### src/rtl/uart_byte_tx.sv
// uart_byte_tx: serial UART transmitter, 8N1, LSB first, idle-high line.
// A one-entry holding register lets a producer queue the next byte while the
// current frame shifts out, so back-to-back frames leave no idle gap.
// Optional even/odd parity bit between the data bits and the stop bit is
// enabled by defining the macro UART_TX_PARITY_EN (sense chosen by PARITY_ODD).
module uart_byte_tx #(
  parameter bit PARITY_ODD = 1'b0
) (
  input  logic       clk,
  input  logic       rst,
  input  logic [3:0] baud_set,
  input  logic       send_en,
  input  logic [7:0] data_byte,
  output logic       send_ready,
  output logic       rs232_tx,
  output logic       uart_state,
  output logic       tx_done
);

  localparam logic [2:0] S_IDLE   = 3'd0;
  localparam logic [2:0] S_START  = 3'd1;
  localparam logic [2:0] S_DATA   = 3'd2;
`ifdef UART_TX_PARITY_EN
  localparam logic [2:0] S_PARITY = 3'd3;
`endif
  localparam logic [2:0] S_STOP   = 3'd4;

  logic [2:0]  r_state;
  logic        r_tx;
  logic [12:0] r_div;
  logic [12:0] r_div_cnt;
  logic [2:0]  r_bit_cnt;
  logic [7:0]  r_shift;
  logic        r_hold_valid;
  logic [7:0]  r_hold_data;
`ifdef UART_TX_PARITY_EN
  logic        r_parity;
`else
  logic        w_unused_parity;
  assign w_unused_parity = PARITY_ODD;
`endif

  logic [12:0] w_div;
  logic        w_bit_end;
  logic        w_frame_end;
  logic        w_load;

  // Bit period in clocks for the requested baud rate (same table as the receiver).
  always_comb begin
    w_div = 13'd5208;
    case (baud_set)
      4'd0:    w_div = 13'd5208;
      4'd1:    w_div = 13'd2604;
      4'd2:    w_div = 13'd1302;
      4'd3:    w_div = 13'd868;
      4'd4:    w_div = 13'd434;
      4'd5:    w_div = 13'd16;
      default: w_div = 13'd5208;
    endcase
  end

  assign w_bit_end   = (r_div_cnt == (r_div - 13'd1));
  assign w_frame_end = (r_state == S_STOP) && w_bit_end;
  // A new frame starts from IDLE or straight out of the last stop-bit clock.
  assign w_load      = r_hold_valid && ((r_state == S_IDLE) || w_frame_end);

  assign send_ready = ~r_hold_valid;
  assign rs232_tx   = r_tx;
  assign uart_state = (r_state != S_IDLE);
  assign tx_done    = w_frame_end;

  // Holding register: filled by an accepted send_en, emptied when a frame loads it.
  always_ff @(posedge clk) begin
    if (rst) begin
      r_hold_valid <= 1'b0;
      r_hold_data  <= 8'd0;
    end else if (w_load) begin
      r_hold_valid <= 1'b0;
    end else if (send_en && !r_hold_valid) begin
      r_hold_valid <= 1'b1;
      r_hold_data  <= data_byte;
    end
  end

  // Frame sequencer: drives the registered line level for the next clock.
  always_ff @(posedge clk) begin
    if (rst) begin
      r_state   <= S_IDLE;
      r_tx      <= 1'b1;
      r_div     <= 13'd5208;
      r_div_cnt <= 13'd0;
      r_bit_cnt <= 3'd0;
      r_shift   <= 8'd0;
`ifdef UART_TX_PARITY_EN
      r_parity  <= 1'b0;
`endif
    end else if (w_load) begin
      r_state   <= S_START;
      r_tx      <= 1'b0;
      r_div     <= w_div;
      r_div_cnt <= 13'd0;
      r_bit_cnt <= 3'd0;
      r_shift   <= r_hold_data;
`ifdef UART_TX_PARITY_EN
      r_parity  <= (^r_hold_data) ^ PARITY_ODD;
`endif
    end else begin
      case (r_state)
        S_IDLE: begin
          r_tx      <= 1'b1;
          r_div_cnt <= 13'd0;
        end
        S_START: begin
          if (w_bit_end) begin
            r_div_cnt <= 13'd0;
            r_bit_cnt <= 3'd0;
            r_tx      <= r_shift[0];
            r_state   <= S_DATA;
          end else begin
            r_div_cnt <= r_div_cnt + 13'd1;
          end
        end
        S_DATA: begin
          if (w_bit_end) begin
            r_div_cnt <= 13'd0;
            if (r_bit_cnt == 3'd7) begin
`ifdef UART_TX_PARITY_EN
              r_tx    <= r_parity;
              r_state <= S_PARITY;
`else
              r_tx    <= 1'b1;
              r_state <= S_STOP;
`endif
            end else begin
              r_bit_cnt <= r_bit_cnt + 3'd1;
              r_shift   <= {1'b0, r_shift[7:1]};
              r_tx      <= r_shift[1];
            end
          end else begin
            r_div_cnt <= r_div_cnt + 13'd1;
          end
        end
`ifdef UART_TX_PARITY_EN
        S_PARITY: begin
          if (w_bit_end) begin
            r_div_cnt <= 13'd0;
            r_tx      <= 1'b1;
            r_state   <= S_STOP;
          end else begin
            r_div_cnt <= r_div_cnt + 13'd1;
          end
        end
`endif
        S_STOP: begin
          if (w_bit_end) begin
            r_div_cnt <= 13'd0;
            r_tx      <= 1'b1;
            r_state   <= S_IDLE;
          end else begin
            r_div_cnt <= r_div_cnt + 13'd1;
          end
        end
        default: begin
          r_tx      <= 1'b1;
          r_div_cnt <= 13'd0;
          r_state   <= S_IDLE;
        end
      endcase
    end
  end

endmodule

### config.mk
export PLATFORM = sky130hd
export DESIGN_NAME = uart_byte_tx
export DESIGN_NICKNAME = d
export VERILOG_FILES = /design/src/rtl/uart_byte_tx.sv
export SDC_FILE = /design/constraint.sdc
export NUM_CORES = 1
export LEC_CHECK = 0
export CAP_MARGIN = 5
export CORE_MARGIN = 2
export CORE_UTILIZATION = 55
export DETAILED_ROUTE_END_ITERATION = 12
export DONT_BUFFER_PORTS = 1
export GPL_ROUTABILITY_DRIVEN = 0
export PLACE_DENSITY = 0.77
export SLEW_MARGIN = 20
export SYNTH_ARGS = -nofsm -noshare
export SYNTH_HDL_FRONTEND = slang
export SYNTH_SLANG_ARGS = --single-unit
### constraint.sdc
create_clock -name clk -period 8 [get_ports clk]
set_input_delay 0.4 -clock clk [delete_from_list [all_inputs] [get_ports clk]]
set_output_delay 0.4 -clock clk [all_outputs]
set_load 0.02 [all_outputs]
==> results list <==
- The netlist uses 50 different library cells.
* Post-CTS Hold Fix Bufs: 0
- Along the worst path, the maximum fanout reaches 6.
* Termination of the worst setup path: tx_done
* Critical Path Source Type: flop
- Count of antenna-violating nets left after detailed routing: 0
- Based on the critical path, the design can be clocked at up to 0.313 GHz.
- Once layout is complete, the utilization of the core stands at 0.598.
- VDD sags by at most 0.000114 V.
- Hold is met by 148 ps.
- Among all flip-flop cells after synthesis, the most frequent one is dfxtp_1.
- In this run the worst setup path begins at r_div[1].
- Routed WL per cell: 14.2 µm
- Int Pwr: 337 µW
* Filler Cell Count: 390
- Vias/cell: 5.83
- After detailed placement, the design holds a cell count of 331.
* Initial antenna violation count: 0
- After technology mapping, the gate count stands at 291.
- Counting every net in the synthesized netlist gives 310.
* Slack of the critical path: 4810 ps
- Detailed placement finished with a half-perimeter wire length of 3390 µm.
- Leaving out fill and tap cells, the most frequent cell in the layout is nor2_1.
- Most frequent cells in the layout: nor2_1, dfxtp_1, nand2_1, mux2i_1, xor2_1
- Number of sinks driven by the clock tree: 49
* Total Routed Length: 4800 µm
- Die H: 71.7 µm
- Count of buffers from port buffering: 0
- In this run the worst hold path is classified as in -> reg.
- After synthesis, the mean cell area works out to 8.67 µm².
- In this run the tightest slew margin relative to its limit is 0.421.
- Category of the critical setup timing path: reg -> out
* Netlist area before placement: 0.00252 mm²
- Root buffer cell: clkbuf_8
- Of the total power, the clock network draws 0.316.
- Worst-case clock buffer depth: 2
- For the worst setup path, the data arrival time is 2790 ps.
- Area post-placement: 0.00253 mm²
* Number of diodes added for antenna fixing: 0
* Share of final-layout standard cells stronger than drive strength 1: 0.0662
- Max-cap violations in this run came to 0.
- The final-report max-slew violation count was 0.
- Critical path capture point type: primary output
- For this run, the total global-route usage over all layers was measured as 0.200.
- Setup slack after placement: 5040 ps
- Vias in the first global route: 1,791
- After routing the design area is 0.00262 mm².
- Number of cells on the worst reg-to-reg path: 10
- Number of DRC violations after detailed-routing iteration 0: 127
* Register-to-Register Setup Slack: 5000 ps
* Outcome: completed
* Reg-to-Reg End: r_div_cnt[8]
- R2r startpoint: r_div[1]
* Total congestion overflow: 0
- For this run, design rule violations remaining after detail routing come to 0.
* Number of synthesized flops with an enable pin: 0
- Number of synthesized register bits: 49
- For the worst-skew pair, the clock arrives at the later sink with an insertion delay of 310 ps.
- Overall power consumption after layout is estimated at 459 µW.
- Post-CTS Resized: 0
- Die outline width: 71.7 µm
- Clock tree from TritonCTS: done
- Final hold violation count: 0
- The die covers 0.00514 mm².
- Counting flops with an async set or reset pin after synthesis yields a share of 0.
* First-pass iteration count of the detailed router: 4
- Clock-pin slew was measured on the worst setup and hold paths at 100 ps.
- Area growth from synthesis to final layout: 3.97%
- The share of total power dissipated in sequential elements is 0.576.
- Power Density: 175 mW/mm²
- Finished Layout Cells: 339
- CTS built an H-tree with a depth of 2.
* Leakage power summed over all cells: 0.999 nW
- Number of rows created at floorplan: 24
- The share of total power dissipated in combinational logic is 0.107.
- The detailed router placed 1,975 vias in this run.
- On the final layout, the worst clock skew is 13.6 ps.
* Final setup viols: 0
* TNS Setup: 0 ps
- After floorplanning, the core was sized to cover 0.00438 mm².
- The first global-routing pass estimated 8170 µm of wire.
* Data required, critical path: 7600 ps
- Subtracting the final worst setup slack from the clock period gives 3190 ps.
- Min-delay src: rst
- Final cycle utilization of the critical path: 0.399
* Proportion of synthesized chip area in sequential cells: 0.389
* Actual slew at the worst max-slew pin: 866 ps
- The number of clock buffers added by TritonCTS is 5.
- Count of boundary I/O pins: 19
* Switching part of the total power: 0.265
- Maximum number of pins on one net before global-route repair: 39
- Starting density of the core: 0.575
- Synthesis Warnings: 0
- For this design the total switching power over the nets is 121 µW.
* Post-layout nets: 305
- Buffer count from post-CTS setup fixing: 0
- Setup repair after global routing left no endpoint under its margin.
[cell usage after synthesis, drive strengths merged (2+ instances only)]
master | count | area (µm²)
or3 | 2 | 17.5
nor3 | 7 | 40.0
and2 | 4 | 25.0
inv | 9 | 33.8
a21oi | 12 | 63.8
buf | 5 | 30.0
xnor2 | 12 | 105
a31oi | 5 | 31.3
nand2 | 17 | 63.8
nor2 | 50 | 188
nand4 | 4 | 25.0
nor4 | 4 | 46.3
and3 | 8 | 50.1
a211oi | 6 | 45.0
nand3b | 6 | 45.0
ha | 4 | 50.1
o22ai | 2 | 12.5
or3b | 3 | 26.3
clkbuf | 8 | 30.0
or4 | 2 | 15.0
mux2i | 16 | 160
dfxtp | 49 | 981
nand2b | 9 | 56.3
nand3 | 9 | 45.0
a211o | 6 | 52.6
nor2b | 2 | 12.5
a21o | 2 | 15.0
xor2 | 14 | 123
[sequential cells by signal, indices dropped and copies added (netlist names)]
signal	count
r_state	3
r_div	12
r_shift	8
r_bit_cnt	3
rs232_tx	1
r_hold_valid	1
r_hold_data	8
r_div_cnt	13
[cells by family after synthesis]
kind of cell,after synthesis,synth area share
muxes,17,0.0680
and+or+nand+nor,130,0.272
adders and majority gates,4,0.0198
buffers and inverters,22,0.0372
AOI/OAI and AO/OA,42,0.115
xor gates and xnor gates,27,0.0992
DFF,49,0.389
[routing by layer]
metal | track usage | up-vias | wire length, µm
met2 | 0.305 | 44 | 2200
met1 | 0.266 | 917 | 2310
met5 | 0 | - | 0
met3 | 0.0394 | 8 | 209
li1 | - | 1006 | -
met4 | 0.111 | 0 | 85
[worst max-delay path, cell delays in order (launching register included)]
cell     delay [ps]
dfxtp_1         380
inv_1            80
ha_1            220
nor3b_2         260
a21oi_1         110
or3_4           400
nor4_4          390
and2_0          340
and3_1          330
[layout make-up]
cell class                 instances  area, µm²  area share
tap                               52       65.1      0.0248
sequential                        49        981       0.374
multi-input combinational        220       1450       0.552
clock buffer                       6       72.6      0.0277
timing repair buffer               1       7.51     0.00286
inverter                           9       33.8      0.0129
clock inverter                     2       15.0     0.00573
[worst min-delay path by stage]
stage | slack (ps) | end | cells after the start
6_report | 150 | r_shift[1] | 1
5_1_grt | 130 | r_hold_data[0] | 1
4_1_cts | 140 | r_shift[1] | 1
3_5_place_dp | 450 | r_shift[3] | 2
3_3_place_gp | 440 | r_shift[5] | 2
2_1_floorplan | 440 | r_bit_cnt[1] | 2
[power by group through the flow]
stage	combinational, mW	clock (mW)	sequential [mW]
3_3_place_gp	0.0478	0	0.269
2_1_floorplan	0.0458	0	0.266
3_5_place_dp	0.0489	0	0.270
4_1_cts	0.0493	0.149	0.264
5_1_grt	0.0550	0.158	0.266
6_report	0.0492	0.145	0.264
Power figures use the tool's default switching activity.
